--- src/rtl/ser_pkg.sv ---
// Shared definitions for the serial stream path: the serializer FSM states,
// the bit counter width helper and the default word width used by the detector benches.
package ser_pkg;

    localparam int SER_DEFAULT_WIDTH = 8;

    typedef enum logic [1:0] {
        IDLE,
        SHIFT,
        PARITY
    } ser_state_t;

    // Counter must be able to hold WIDTH itself, hence WIDTH+1.
    function automatic int SER_CNT_W(input int width);
        return $clog2(width + 1);
    endfunction

endpackage

--- src/rtl/piso_serializer_if.sv ---
// Word-in / bit-out bundle of the parallel-to-serial stage; master drives words, slave serializes.
interface piso_serializer_if #(
    parameter int WIDTH = ser_pkg::SER_DEFAULT_WIDTH
);
    logic [WIDTH-1:0] in_data;
    logic             in_valid;
    logic             in_ready;
    logic             dout;
    logic             dout_valid;
    logic             dout_last;
    logic             busy;

    modport master (
        output in_data, in_valid,
        input  in_ready, dout, dout_valid, dout_last, busy
    );

    modport slave (
        input  in_data, in_valid,
        output in_ready, dout, dout_valid, dout_last, busy
    );
endinterface

--- src/rtl/piso_serializer.sv ---
// Parallel-in/serial-out stage feeding the 10101 detectors: one word bit per clock, gap-free back-to-back.
// Optional trailing even-parity bit per frame when SER_PARITY_EN is defined.
module piso_serializer
    import ser_pkg::*;
#(
    parameter int WIDTH     = SER_DEFAULT_WIDTH,
    parameter bit MSB_FIRST = 1'b1
) (
    input  logic              clk,
    input  logic              rstn,
    piso_serializer_if.slave  bus
);
    localparam int               CNT_W    = SER_CNT_W(WIDTH);
    localparam logic [CNT_W-1:0] LAST_CNT = CNT_W'(WIDTH - 1);

    ser_state_t       state, state_nxt;
    logic [WIDTH-1:0] shift_reg;
    logic [CNT_W-1:0] bit_cnt;
    logic             last_data;
    logic             accept;
    logic             ready_raw;
`ifdef SER_PARITY_EN
    logic             par_bit;
`endif

    assign last_data = (state == SHIFT) && (bit_cnt == LAST_CNT);
    assign accept    = bus.in_valid && bus.in_ready;

    always_ff @(posedge clk) begin
        if (!rstn) state <= IDLE;
        else       state <= state_nxt;
    end

    always_comb begin
        state_nxt = state;
        case (state)
            IDLE: if (accept) state_nxt = SHIFT;
            SHIFT: begin
                if (last_data) begin
`ifdef SER_PARITY_EN
                    state_nxt = PARITY;
`else
                    state_nxt = accept ? SHIFT : IDLE;
`endif
                end
            end
`ifdef SER_PARITY_EN
            PARITY: state_nxt = accept ? SHIFT : IDLE;
`endif
            default: state_nxt = IDLE;
        endcase
    end

    // A fresh accept always wins over shifting, which is what makes reload gap-free.
    always_ff @(posedge clk) begin
        if (!rstn) begin
            shift_reg <= '0;
            bit_cnt   <= '0;
`ifdef SER_PARITY_EN
            par_bit   <= 1'b0;
`endif
        end else if (accept) begin
            shift_reg <= bus.in_data;
            bit_cnt   <= '0;
`ifdef SER_PARITY_EN
            par_bit   <= ^bus.in_data;
`endif
        end else if (state == SHIFT) begin
            if (MSB_FIRST) shift_reg <= {shift_reg[WIDTH-2:0], 1'b0};
            else           shift_reg <= {1'b0, shift_reg[WIDTH-1:1]};
            bit_cnt <= bit_cnt + CNT_W'(1);
        end
    end

    always_comb begin
        ready_raw      = 1'b0;
        bus.dout       = 1'b0;
        bus.dout_valid = 1'b0;
        bus.dout_last  = 1'b0;
        case (state)
            IDLE: ready_raw = 1'b1;
            SHIFT: begin
                bus.dout       = MSB_FIRST ? shift_reg[WIDTH-1] : shift_reg[0];
                bus.dout_valid = 1'b1;
`ifndef SER_PARITY_EN
                bus.dout_last  = last_data;
                ready_raw      = last_data;
`endif
            end
`ifdef SER_PARITY_EN
            PARITY: begin
                bus.dout       = par_bit;
                bus.dout_valid = 1'b1;
                bus.dout_last  = 1'b1;
                ready_raw      = 1'b1;
            end
`endif
            default: ;
        endcase
        bus.busy     = bus.dout_valid;
        bus.in_ready = ready_raw && rstn;
    end

endmodule

--- src/flat_wrapper.sv ---
// flat-port wrapper written by rule: the top's interface ports become plain ports
module piso_serializer_flat import ser_pkg::*;
#(
    parameter int WIDTH     = SER_DEFAULT_WIDTH,
    parameter bit MSB_FIRST = 1'b1
)
  (clk, rstn, bus_in_data, bus_in_valid, bus_in_ready, bus_dout, bus_dout_valid, bus_dout_last, bus_busy);
  piso_serializer_if #(.WIDTH(WIDTH)) bus_i ();
  input  logic clk;
  input  logic rstn;
  input wire logic [$bits(bus_i.in_data)-1:0] bus_in_data;
  input wire logic [$bits(bus_i.in_valid)-1:0] bus_in_valid;
  output wire logic [$bits(bus_i.in_ready)-1:0] bus_in_ready;
  output wire logic [$bits(bus_i.dout)-1:0] bus_dout;
  output wire logic [$bits(bus_i.dout_valid)-1:0] bus_dout_valid;
  output wire logic [$bits(bus_i.dout_last)-1:0] bus_dout_last;
  output wire logic [$bits(bus_i.busy)-1:0] bus_busy;
  assign bus_i.in_data = bus_in_data;
  assign bus_i.in_valid = bus_in_valid;
  assign bus_in_ready = bus_i.in_ready;
  assign bus_dout = bus_i.dout;
  assign bus_dout_valid = bus_i.dout_valid;
  assign bus_dout_last = bus_i.dout_last;
  assign bus_busy = bus_i.busy;
  piso_serializer #(.WIDTH(WIDTH), .MSB_FIRST(MSB_FIRST)) u_core (.clk(clk), .rstn(rstn), .bus(bus_i));
endmodule
--- config.mk ---
export PLATFORM = sky130hd
export DESIGN_NAME = piso_serializer_flat
export DESIGN_NICKNAME = d
export VERILOG_FILES = /design/src/rtl/ser_pkg.sv /design/src/rtl/piso_serializer_if.sv /design/src/rtl/piso_serializer.sv /design/src/flat_wrapper.sv
export SDC_FILE = /design/constraint.sdc
export NUM_CORES = 1
export LEC_CHECK = 0
export ABC_AREA = 1
export CAP_MARGIN = 20
export CORE_AREA = 2 2 39 41
export CTS_BUF_LIST = sky130_fd_sc_hd__clkbuf_8
export CTS_CLUSTER_DIAMETER = 40
export DETAILED_ROUTE_END_ITERATION = 12
export DIE_AREA = 0 0 41 43
export GPL_ROUTABILITY_DRIVEN = 0
export PLACE_DENSITY = 0.86
export SETUP_SLACK_MARGIN = 0.4
export SYNTH_ARGS = -nofsm -noshare
export SYNTH_HDL_FRONTEND = slang
export SYNTH_SLANG_ARGS = --single-unit
--- constraint.sdc ---
create_clock -name clk -period 2 [get_ports clk]
set_input_delay 0.3 -clock clk [delete_from_list [all_inputs] [get_ports clk]]
set_output_delay 0.3 -clock clk [all_outputs]
set_load 0.02 [all_outputs]
==> results of run 1 <==
[synth_stat cells]
master,number,area [sq um]
a21oi_4,1,16.27
nand3_4,1,17.52
nand4_1,8,50.05
xnor2_1,1,8.760
nor2_1,4,15.01
nand3_2,2,20.02
buf_6,1,11.26
inv_1,8,30.03
inv_2,2,7.510
nand3_1,9,45.04
nand2_4,1,11.26
dfxtp_1,13,260.3
buf_2,1,5.000
a21oi_2,1,8.760
a21oi_1,9,45.04
buf_4,3,22.52
xor2_1,1,8.760
nand2_2,1,6.260
mux2i_1,1,10.01
nand2_1,16,60.06
ha_1,1,12.51
nor3b_2,1,12.51
[worst max-delay path, delay by kind of cell (launching register included)]
| family | cells | cell delay [ns] |
|---|---|---|
| AOI/OAI and AO/OA | 1 | 0.17 |
| adders and majority gates | 1 | 0.16 |
| DFF | 1 | 0.38 |
| and+or+nand+nor | 1 | 0.11 |
| buffers and inverters | 1 | 0.16 |
[through the flow]
stage	cells	setup slack, ns	total power, mW
6_report	121	0.4742	0.6158
5_1_grt	121	0.4086	0.6470
4_1_cts	121	0.2312	0.6190
3_5_place_dp	117	0.1161	0.3941
3_3_place_gp	117	0.1147	0.3909
2_1_floorplan	86	0.6402	0.3509
[metal layers]
layer	up-vias	GRT usage [%]	wire, um
met1	294	20.78	643
met3	0	7.330	66
li1	331	-	-
met5	-	0	0
met2	14	34.06	746
met4	0	6.667	0
[cell families (layout without fill, tap and decap cells)]
group / count (synthesis) / count (layout) / synth area share [%]
AND/OR/NAND/NOR: 43 / 43 / 34.74
buffers and inverters: 15 / 34 / 11.15
flip-flops: 13 / 13 / 38.03
AO/OA/AOI/OAI: 11 / 11 / 10.24
XOR/XNOR: 2 / 2 / 2.560
adder cells (fa/ha/maj): 1 / 1 / 1.828
multiplexers: 1 / 1 / 1.463
[cell type report]
type / count / area [sq um] / area share, %
multi-input cells: 58 / 360.3 / 40.00
repair buffers: 20 / 176.4 / 19.58
clock inverters: 1 / 3.754 / 0.4167
clock buffers: 3 / 41.29 / 4.583
inverters: 10 / 37.54 / 4.167
flip-flops and latches: 13 / 261.5 / 29.03
well taps: 16 / 20.02 / 2.222
[path summary, 6_finish.rpt]
check	from	end	depth (start not counted)
worst max-delay path	u_core.bit_cnt[1]	bus_in_ready	4
worst min-delay path	u_core.shift_reg[0]	u_core.shift_reg[0]	2
worst max register to register	u_core.bit_cnt[1]	u_core.shift_reg[6]	8
worst min register to register	u_core.shift_reg[0]	u_core.shift_reg[0]	2
[power by group through the flow]
stage | Combinational [mW] | Sequential, mW | Clock [mW]
3_3_place_gp | 0.109 | 0.282 | 0
6_report | 0.109 | 0.279 | 0.227
2_1_floorplan | 0.0675 | 0.283 | 0
4_1_cts | 0.108 | 0.278 | 0.234
3_5_place_dp | 0.111 | 0.283 | 0
5_1_grt | 0.119 | 0.281 | 0.247
==> run_results.csv, run 1 <==
group,metric,value,unit
status,outcome,"completed",
detailed_routing,ant_nets,0,
global_routing,grt_pass1_vias,591,
placement,dp_hpwl,1.061,mm
cells_and_area,final_cell_mix,"nand2_1 (16), dfxtp_1 (12), clkdlybuf4s50_1 (10)",
floorplanning,ios,16,
synthesis,yosysSeqAreaShare,38.03,%
worst_setup_path,endpoint_kind,"primary output",
floorplanning,dieArea,1763,sq um
placement,port_buffers,15,
floorplanning,rows,14,
cells_and_area,final_area,900.9,sq um
detailed_routing,drc,0,
synthesis,synth-seq-cells,13,
detailed_routing,drt_iter0_markers,10,
clocking,cts_tree,"yes",
placement,post_dp_cell_area,853.3,sq um
power,p_seq_share,45.3,%
timing,finalCritPeriodShare,76.29,%
worst_setup_path,cp_cell_sequence,"ha_4 > nand3_2 > a21oi_2 > buf_4",
power,swShare,25.73,%
power,intPower,0.4574,mW
synthesis,syn_area,684.4,sq um
cells_and_area,final_nets,118,
floorplanning,die_h,43,um
worst_setup_path,cpPeakStageDelay,0.38,ns
power,ir_worst_vdd,0.0005321,V
synthesis,ys_warn_count,0,
cells_and_area,areaGrowthSynthToFinish,31.63,%
clocking,clockBufferDepth,2,
clocking,cts_hold_buf,0,
worst_setup_path,cp-start-kind,"flop",
floorplanning,dieWidth,41,um
detailed_routing,vias,639,
cells_and_area,largest_register_ffs,8,
clocking,cts_made_buffers,3,
power,p_sw,0.1584,mW
synthesis,synthCells,86,
timing,fmax,655.4,MHz
power,p_per_area,683.5,nW/um^2
timing,slew_violations,0,
clocking,insertion_delay,0.24,ns
synthesis,avgSynthCellArea,7.958,sq um
timing,holdWs,0.4650,ns
worst_setup_path,crit_slowest_cell,"dfxtp_1",
timing,skew,0.0005209,ns
global_routing,grt-ovfl-total,0,
clocking,clock_sinks,13,
synthesis,synth_nets,98,
detailed_routing,dr.pass1.iters,4,
timing,slew_headroom,77.32,%
synthesis,post_synth_num_cell_types,22,
cells_and_area,final_util,65.10,%
timing,fin_crit,1.526,ns
timing,tns,0,ns
global_routing,antenna_found_initial,0,
power,clkPwrFrac,36.9,%
detailed_routing,wire_per_inst,12.03,um
clocking,cts_root_buf,"clkbuf_8",
floorplanning,start_util,49.46,%
cells_and_area,final_common_cell,"nand2_1",
cells_and_area,fillers,121,
clocking,post_cts_buffers,0,
clocking,cts.htree.levels,1,
global_routing,grtUsageTotal,19.84,%
run,drv_cap,0,
global_routing,grt_max_degree,12,
cells_and_area,antenna_cells,0,
power,leakage,0.3807,nW
worst_setup_path,crit_required,1.70,ns
clocking,clk_pin_slew,0.05,ns
global_routing,grt_pass1_wl,2.366,mm
min_path,hold_path_class,"reg2reg",
detailed_routing,finalWirelength,1.456,mm
worst_setup_path,r2r_setup_slack,0.72,ns
power,pwr-share-comb,17.7,%
floorplanning,core,1384,sq um
cells_and_area,drive_above_1_share,20.95,%
timing,hold_violations,0,
timing,rsz0062_at_grt,"false",
detailed_routing,viasPerCell,5.281,
worst_setup_path,cp_data_arrival_time,1.23,ns
clocking,cts-resized-gates,9,
worst_setup_path,critPathKind,"reg2out",
timing,tightestPinTransition,0.3391,ns
timing,setup_viol,0,
worst_setup_path,critPathMaxFanout,3,
No activity file was read; power rests on OpenSTA's default activity.
==> run 2: changes to the inputs <==
CORE_AREA = default   (was 2 2 39 41)
CORE_MARGIN = 2   (was default)
CORE_UTILIZATION = 45   (was default)
DIE_AREA = default   (was 0 0 41 43)
PLACE_DENSITY = 0.8   (was 0.86)
clock period = 1.4 ns   (was 2 ns; I/O delays follow)
==> run 2 against run 1 <==
Critical path depth unchanged. Flip-flop and latch count did not move. Cell area rose by 31%. Utilization grew 15 points. Sequential power increased by 45%. Non-clock buffer count increased by 16. Via count grew 23%. Count of clock-buffer cells in the layout unchanged. Total power grew 58%. Combinational power grew 120%. Wire length increased by 64%. Clock skew rose by 0.0056 ns. Critical endpoint unchanged.
==> run_results.csv, run 2 (synthesis results as in run 1) <==
group,metric,value,unit
status,outcome,"completed",
placement,dp_hpwl,1.104,mm
cells_and_area,final_cell_mix,"buf_4 (17), nand2_1 (13), dfxtp_1 (10)",
cells_and_area,areaGrowthSynthToFinish,72.21,%
timing,slew_headroom,77.29,%
timing,fin_crit,1.373,ns
worst_setup_path,cp-start-kind,"flop",
timing,slew_violations,0,
timing,setup_viol,0,
worst_setup_path,crit_start,"u_core.bit_cnt[0]",
clocking,cts_made_buffers,3,
floorplanning,rows,14,
timing,skew,0.006094,ns
placement,pre_cts_slack,-0.3017,ns
global_routing,grt_max_degree,11,
power,p_total,0.9755,mW
worst_setup_path,reg2reg_to,"u_core.shift_reg[6]",
floorplanning,core,1471,sq um
detailed_routing,viasPerCell,5.647,
clocking,insertion_delay,0.25,ns
worst_setup_path,crit_required,1.19,ns
cells_and_area,final_nets,136,
worst_setup_path,cp_cell_sequence,"ha_4 > nand3_4 > a21oi_4 > buf_6",
timing,tightestPinTransition,0.3407,ns
global_routing,grt_pass1_wl,2.801,mm
cells_and_area,stdcell_count,139,
power,ir_worst_vdd,0.0005595,V
detailed_routing,finalWirelength,2.393,mm
clocking,cts_tree,"yes",
timing,holdWs,0.4766,ns
power,leakage,0.4768,nW
worst_setup_path,critical_path.endpoint,"bus_in_ready",
cells_and_area,drive_above_1_share,50.41,%
power,p_per_area,827.6,nW/um^2
worst_setup_path,critPathKind,"reg2out",
clocking,clockBufferDepth,2,
detailed_routing,drc,0,
min_path,hold_path_class,"reg2reg",
cells_and_area,largest_register_ffs,8,
global_routing,grt_pass1_vias,628,
timing,hold_violations,0,
global_routing,grt-ovfl-total,0,
cells_and_area,antenna_cells,0,
global_routing,grtUsageTotal,21.26,%
worst_setup_path,cpPeakStageDelay,0.35,ns
timing,fmax,728.6,MHz
worst_setup_path,critPathMaxFanout,3,
detailed_routing,ant_nets,0,
worst_setup_path,r2r-start,"u_core.bit_cnt[0]",
placement,dp_cells,124,
placement,port_buffers,15,
worst_setup_path,cp_data_arrival_time,1.16,ns
detailed_routing,wire_per_inst,17.22,um
floorplanning,ios,16,
clocking,clock_sinks,13,
clocking,cts_hold_buf,0,
floorplanning,start_util,46.51,%
run,drv_cap,0,
worst_setup_path,endpoint_kind,"primary output",
clocking,cts_root_buf,"clkbuf_8",
global_routing,antenna_found_initial,0,
cells_and_area,final_common_cell,"buf_4",
worst_setup_path,crit_slowest_cell,"dfxtp_2",
worst_setup_path,r2r_setup_slack,0.03,ns
timing,fin_ws,0.02742,ns
floorplanning,die_h,43,um
clocking,cts.htree.levels,1,
min_path,hold_depth,2,
floorplanning,dieWidth,43,um
detailed_routing,drt_iter0_markers,16,
timing,finalCritPeriodShare,98.04,%
worst_setup_path,reg2reg_depth,9,
detailed_routing,vias,785,
timing,rsz0062_at_grt,"true",
cells_and_area,final_util,80.10,%
floorplanning,dieArea,1849,sq um
clocking,clk_pin_slew,0.05,ns
detailed_routing,dr.pass1.iters,4,
cells_and_area,fillers,87,
-- run 2: changes by cell type in the layout (fill, tap and decap cells not counted), moves of 3 or more --
| cell | delta |
|---|---|
| buf_4 | +11 |
| buf_6 | +8 |
| nand3_1 | -6 |
| nand3_2 | +5 |
| a21oi_1 | -4 |
| a21oi_2 | +3 |
| nand2_1 | -3 |
| nor2_1 | -3 |
-- run 2: worst max-delay path, delay by kind of cell, from the launching register on --
| kind | cells | cell delay (ns) |
|---|---|---|
| and+or+nand+nor | 1 | 0.09 |
| buffers and inverters | 1 | 0.14 |
| DFF | 1 | 0.35 |
| AOI/OAI and AO/OA | 1 | 0.18 |
| adders and majority gates | 1 | 0.17 |
-- run 2: per-stage QoR --
step | area, sq um | TNS [ns]
final | 1179 | 0
after global routing | 1179 | -0.04916
after CTS | 1062 | 0
after detailed placement | 947.2 | -0.7375
after global placement | 947.2 | -0.5545
after floorplan | 732.0 | 0
-- run 2: repair_timing --
action | in CTS | in global routing
gates cloned | 1 | 1
pin swaps | 0 | 8
resized for setup | 35 | 17
endpoints found under the setup margin | 18 | 18
setup buffers | 3 | 6
-- run 2: layer usage --
metal  wire length [um]  part of all wire, %  GRT usage (%)  up-vias
li1                   -                    -              -      367
met1                889                   37          24.02      367
met2               1237                   52          34.85       39
met3                172                  7.2          7.660       12
met4                 93                  3.9          10.91        0
met5                  0                    0              0        -
-- run 2: how the worst min path moves through the flow --
stage          slack, ns                 from                   to
2_1_floorplan       0.37       bus_in_data[0]  u_core.shift_reg[0]
3_3_place_gp        0.46  u_core.shift_reg[0]  u_core.shift_reg[0]
3_5_place_dp        0.47  u_core.shift_reg[0]  u_core.shift_reg[0]
4_1_cts             0.49  u_core.shift_reg[0]  u_core.shift_reg[0]
5_1_grt             0.50  u_core.shift_reg[2]  u_core.shift_reg[3]
6_report            0.48  u_core.shift_reg[2]  u_core.shift_reg[3]
-- run 2: area by class of cell --
type / instances / area (sq um) / area share (%)
Clock buffer: 3 / 41.29 / 3.503
Clock inverter: 1 / 3.754 / 0.3185
Inverter: 10 / 37.54 / 3.185
Multi-Input combinational cell: 60 / 483.0 / 40.98
Sequential cell: 13 / 266.5 / 22.61
Tap cell: 16 / 20.02 / 1.699
Timing Repair Buffer: 36 / 326.6 / 27.71
-- run 2: where the power goes --
| group | switching, mW | internal, mW | leakage (nW) |
|---|---|---|---|
| clock | 0.135 | 0.194 | 0.0269 |
| combinational | 0.124 | 0.118 | 0.342 |
| sequential | 0.0170 | 0.387 | 0.107 |
| total | 0.277 | 0.699 | 0.477 |
==> run 3: changes to the inputs <==
PLACE_DENSITY = default   (was 0.8)
PLACE_DENSITY_LB_ADDON = 0.2   (was default)
==> run 3 against run 2 <==
Sequential power is essentially flat. Cell area shrank 0.64%. Via count shrank 0.64%. Clock power grew 2%. Critical path depth is the same. Combinational power shrank 3%.
==> run_results.csv, run 3 (synthesis results as in run 1) <==
group,metric,value,unit
clocking,cts_root_buf,"clkbuf_8",
min_path,hold_path_startpoint,"u_core.shift_reg[3]",
worst_setup_path,critPathMaxFanout,3,
timing,tns,0,ns
worst_setup_path,cp_data_arrival_time,1.14,ns
timing,fin_crit,1.345,ns
power,ir_worst_vdd,0.0006798,V
floorplanning,ios,16,
timing,fin_ws,0.05457,ns
worst_setup_path,crit_slowest_cell,"dfxtp_2",
global_routing,grtUsageTotal,23.66,%
floorplanning,rows,14,
timing,tightestPinTransition,0.3775,ns
worst_setup_path,reg2reg_to,"u_core.shift_reg[6]",
floorplanning,dieArea,1849,sq um
cells_and_area,antenna_cells,0,
floorplanning,die_h,43,um
status,outcome,"completed",
timing,skew,0.003581,ns
timing,hold_violations,0,
worst_setup_path,endpoint_kind,"primary output",
min_path,hold_depth,2,
worst_setup_path,cp-start-kind,"flop",
detailed_routing,ant_nets,0,
detailed_routing,vias,780,
floorplanning,start_util,46.51,%
cells_and_area,final_common_cell,"buf_4",
cells_and_area,areaGrowthSynthToFinish,71.11,%
worst_setup_path,cp_cell_sequence,"ha_4 > nand3_4 > a21oi_4 > buf_6",
global_routing,grt-ovfl-total,0,
cells_and_area,largest_register_ffs,8,
detailed_routing,finalWirelength,2.235,mm
detailed_routing,viasPerCell,5.652,
placement,pre_cts_slack,-0.3235,ns
placement,dp_cells,124,
run,drv_cap,0,
cells_and_area,final_cell_mix,"buf_4 (18), nand2_1 (15), dfxtp_1 (10), inv_1 (9)",
worst_setup_path,crit_family,"flip-flops",
min_path,holdPathEnd,"u_core.shift_reg[4]",
detailed_routing,dr.pass1.iters,4,
timing,setup_viol,0,
global_routing,grt_pass1_vias,702,
floorplanning,dieWidth,43,um
clocking,cts_made_buffers,3,
cells_and_area,drive_above_1_share,50.00,%
power,p_per_area,833.3,nW/um^2
clocking,insertion_delay,0.25,ns
clocking,clock_sinks,13,
timing,rsz0062_at_grt,"true",
cells_and_area,final_util,79.59,%
timing,slew_violations,0,
worst_setup_path,cp_num_buf_inv,1,
clocking,clockBufferDepth,2,
detailed_routing,drt_iter0_markers,17,
worst_setup_path,cpPeakStageDelay,0.35,ns
detailed_routing,drc,0,
placement,dp_hpwl,1.126,mm
min_path,hold_path_class,"reg2reg",
worst_setup_path,r2r_setup_slack,0.10,ns
floorplanning,core,1471,sq um
worst_setup_path,crit_required,1.19,ns
power,leakage,0.4719,nW
global_routing,grt_pass1_wl,3.167,mm
cells_and_area,stdcell_count,138,
placement,post_dp_cell_area,947.2,sq um
clocking,clk_pin_slew,0.06,ns
clocking,cts_hold_buf,0,
timing,fmax,743.3,MHz
placement,port_buffers,15,
cells_and_area,final_nets,135,
global_routing,grt_max_degree,9,
timing,holdWs,0.4736,ns
detailed_routing,wire_per_inst,16.20,um
timing,finalCritPeriodShare,96.10,%
worst_setup_path,critPathKind,"reg2out",
timing,slew_headroom,74.84,%
power,p_total,0.9758,mW
global_routing,antenna_found_initial,0,
clocking,cts_tree,"yes",
clocking,cts.htree.levels,1,
worst_setup_path,r2r-start,"u_core.bit_cnt[0]",
cells_and_area,final_area,1171,sq um
worst_setup_path,reg2reg_depth,9,
-- run 3: worst max path at each step --
stage,depth (start not counted),from,endpoint,slack [ns]
finish,4,u_core.bit_cnt[0],bus_in_ready,0.05
global route,4,u_core.bit_cnt[0],bus_in_ready,0.005
CTS,4,u_core.bit_cnt[1],bus_in_ready,0.06
global placement,4,rstn,bus_in_ready,-0.31
detailed placement,4,rstn,bus_in_ready,-0.32
floorplan,8,u_core.bit_cnt[1],u_core.shift_reg[6],0.28
-- run 3: power by group --
group	leakage (nW)	internal (mW)	switching, mW
clock network	0.0269	0.194	0.143
registers	0.107	0.387	0.0180
logic	0.338	0.113	0.121
total	0.472	0.694	0.282
-- run 3: cell type report --
class	instances	area [sq um]
multi-input cells	60	490.5
flip-flops and latches	13	266.5
clock buffers	3	41.29
well taps	16	20.02
inverters	10	37.54
clock inverters	1	3.754
fillers	98	300.3
repair buffers	35	311.5
-- run 3: worst min-delay path, stage by stage (launching register included) --
cell	delay (ns)
dfxtp_1	0.32
nand3_2	0.07
a21oi_2	0.04
-- run 3: timing repair --
item	in CTS	in global routing
setup buffers	5	3
setup endpoints to repair	18	18
gates resized for setup	39	14
pin swaps	2	7
gates cloned	2	0
-- run 3: layer usage --
layer | up-vias | wire [um] | global-route usage, %
met5 | - | 0 | 0
met4 | 0 | 110 | 15.76
met3 | 14 | 150 | 5.532
met2 | 44 | 1078 | 36.36
met1 | 357 | 896 | 29.13
li1 | 365 | - | -
==> patch: new RTL, config.mk and constraints of run 1 <==
`MSB_FIRST` is set to 1'b1 in 2 places; all go to 1'b0.
--- a/src/rtl/piso_serializer.sv
+++ b/src/rtl/piso_serializer.sv
@@ -6,3 +6,3 @@
     parameter int WIDTH     = SER_DEFAULT_WIDTH,
-    parameter bit MSB_FIRST = 1'b1
+    parameter bit MSB_FIRST = 1'b0
 ) (
--- a/src/flat_wrapper.sv
+++ b/src/flat_wrapper.sv
@@ -4,3 +4,3 @@
     parameter int WIDTH     = SER_DEFAULT_WIDTH,
-    parameter bit MSB_FIRST = 1'b1
+    parameter bit MSB_FIRST = 1'b0
 )
Formal check against the unedited RTL: not equivalent (Yosys sat finds a counterexample within 4 cycles, from zero or initial values and one cycle with rstn low).
==> patch against run 1 <==
Sequential share of layout area increased by 0.62 points; synthesized area increased by 0.37%; total power fell by 0.11%; cell area fell by 2.1%; setup slack worse by 0.024 ns; wire length is 4.4% lower; count of clock-buffer cells in the layout stayed put; non-clock buffer count shrank 1; sequential cell count unchanged; critical path type unchanged; largest cell class unchanged.
==> patch: results (changes against run 1) <==
{
  "use_met3": {"value": 0.0628, "change": "-0.0105"},
  "power.static_leakage": {"value": 0.000371, "unit": "µW", "change": "-2.5%"},
  "globalRouteTotalUtil": {"value": 0.182, "change": "-0.0168"},
  "cts.path.max_buffers": {"value": 2, "change": "unchanged"},
  "dr.pass1.iters": {"value": 5, "change": "+1"},
  "ys_types": {"value": 21, "change": "-4.5%"},
  "antenna_found_initial": {"value": 0, "change": "unchanged"},
  "seq_area_frac": {"value": 0.296, "change": "+0.00618"},
  "final-nonclk-buf-share": {"value": 0.190, "change": "-0.00576"},
  "drt_first_iter_violations": {"value": 17, "change": "+7"},
  "post-route-worst-setup-slack": {"value": 0.451, "unit": "ns", "change": "-0.0236 ns"},
  "nNetsFinal": {"value": 117, "change": "-0.85%"},
  "number_of_global_route_vias_before_repair": {"value": 557, "change": "-5.8%"},
  "cts-resized-gates": {"value": 8, "change": "-1"},
  "worst_vdd_rail_ir_drop": {"value": 0.422, "unit": "mV", "change": "-21%"},
  "clock_area_frac": {"value": 0.0511, "change": "+0.00106"},
  "grtUsageMet1": {"value": 0.206, "change": "-0.00191"},
  "netSwitchingPower": {"value": 160, "unit": "µW", "change": "+1.3%"},
  "asyncSetResetFlopFracSynth": {"value": 0, "change": "unchanged"},
  "netlist.area_leader.share": {"value": 0.379, "change": "-0.00139"},
  "grt_first_pass_wirelength": {"value": 2170, "unit": "µm", "change": "-8.2%"},
  "r2r_cells": {"value": 8, "change": "unchanged"},
  "fin_worst_skew": {"value": 0.00216, "unit": "ns", "change": "+0.00164 ns"},
  "global_route.usage.met2": {"value": 0.291, "change": "-0.0500"},
  "multi_input_area_share": {"value": 0.397, "change": "-0.00284"},
  "post_synth_main_area_contributors": {"value": "dfxtp_1, nand2_1, nand4_1, a21oi_1, nand3_1"},
  "synth.yosys.seq_area_share": {"value": 0.379, "change": "-0.00139"},
  "synthCells": {"value": 86, "change": "unchanged"},
  "worstHoldStart": {"value": "u_core.shift_reg[2]"},
  "run_status": {"value": "complete, no violations"},
  "grt_max_degree": {"value": 12, "change": "unchanged"},
  "wl_per_cell": {"value": 11.6, "unit": "µm", "change": "-3.6%"},
  "drive_gt1_frac": {"value": 0.202, "change": "-0.00760"},
  "pre_cts_setup_slack": {"value": 0.132, "unit": "ns", "change": "+0.0161 ns"},
  "multi_input_comb_area": {"value": 350, "unit": "µm²", "change": "-2.8%"},
  "fillCellCount": {"value": 123, "change": "+1.7%"},
  "initial_core_util": {"value": 0.496, "change": "+0.00181"},
  "fin_hold_ws": {"value": 0.491, "unit": "ns", "change": "+0.0259 ns"},
  "dpl.hpwl": {"value": 1010, "unit": "µm", "change": "-4.6%"},
  "min_to": {"value": "u_core.shift_reg[1]"},
  "total_routed_length": {"value": 1390, "unit": "µm", "change": "-4.4%"},
  "timing.hold.worst.class": {"value": "reg2reg"},
  "syn_area": {"value": 687, "unit": "µm²", "change": "+0.37%"},
  "design.seq.count": {"value": 13, "change": "unchanged"},
  "vias_per_cell": {"value": 5.28, "change": "about the same"}
}
==> patch: cell counts after synthesis <==
No cell type changed its count.
==> patch: power by group through the flow <==
stage	sequential, µW	combinational, µW	clock [µW]
2_1_floorplan	283	68.3	0
3_3_place_gp	283	106	0
3_5_place_dp	284	107	0
4_1_cts	278	105	231
5_1_grt	280	114	245
6_report	279	104	233
==> patch: logic make-up (layout without fill, tap and decap cells) <==
logic type	Yosys count	after routing	share of synthesized area
fa+ha+maj	1	1	0.0182
xor+xnor	2	2	0.0255
buf+inv	15	33	0.115
compound gates	11	11	0.102
simple gates	43	43	0.346
mux	1	1	0.0146
flops	13	13	0.379
==> patch: layer usage <==
metal	vias to the layer above	wire length, µm
met5	-	0
met4	0	14
met3	2	71
met2	22	668
met1	284	638
li1	326	-
==> patch: worst max-delay path, stage by stage (launching register included) <==
cell	delay, ns
dfxtp_1	0.36
ha_2	0.21
nand3_2	0.12
a21oi_2	0.15
buf_2	0.17
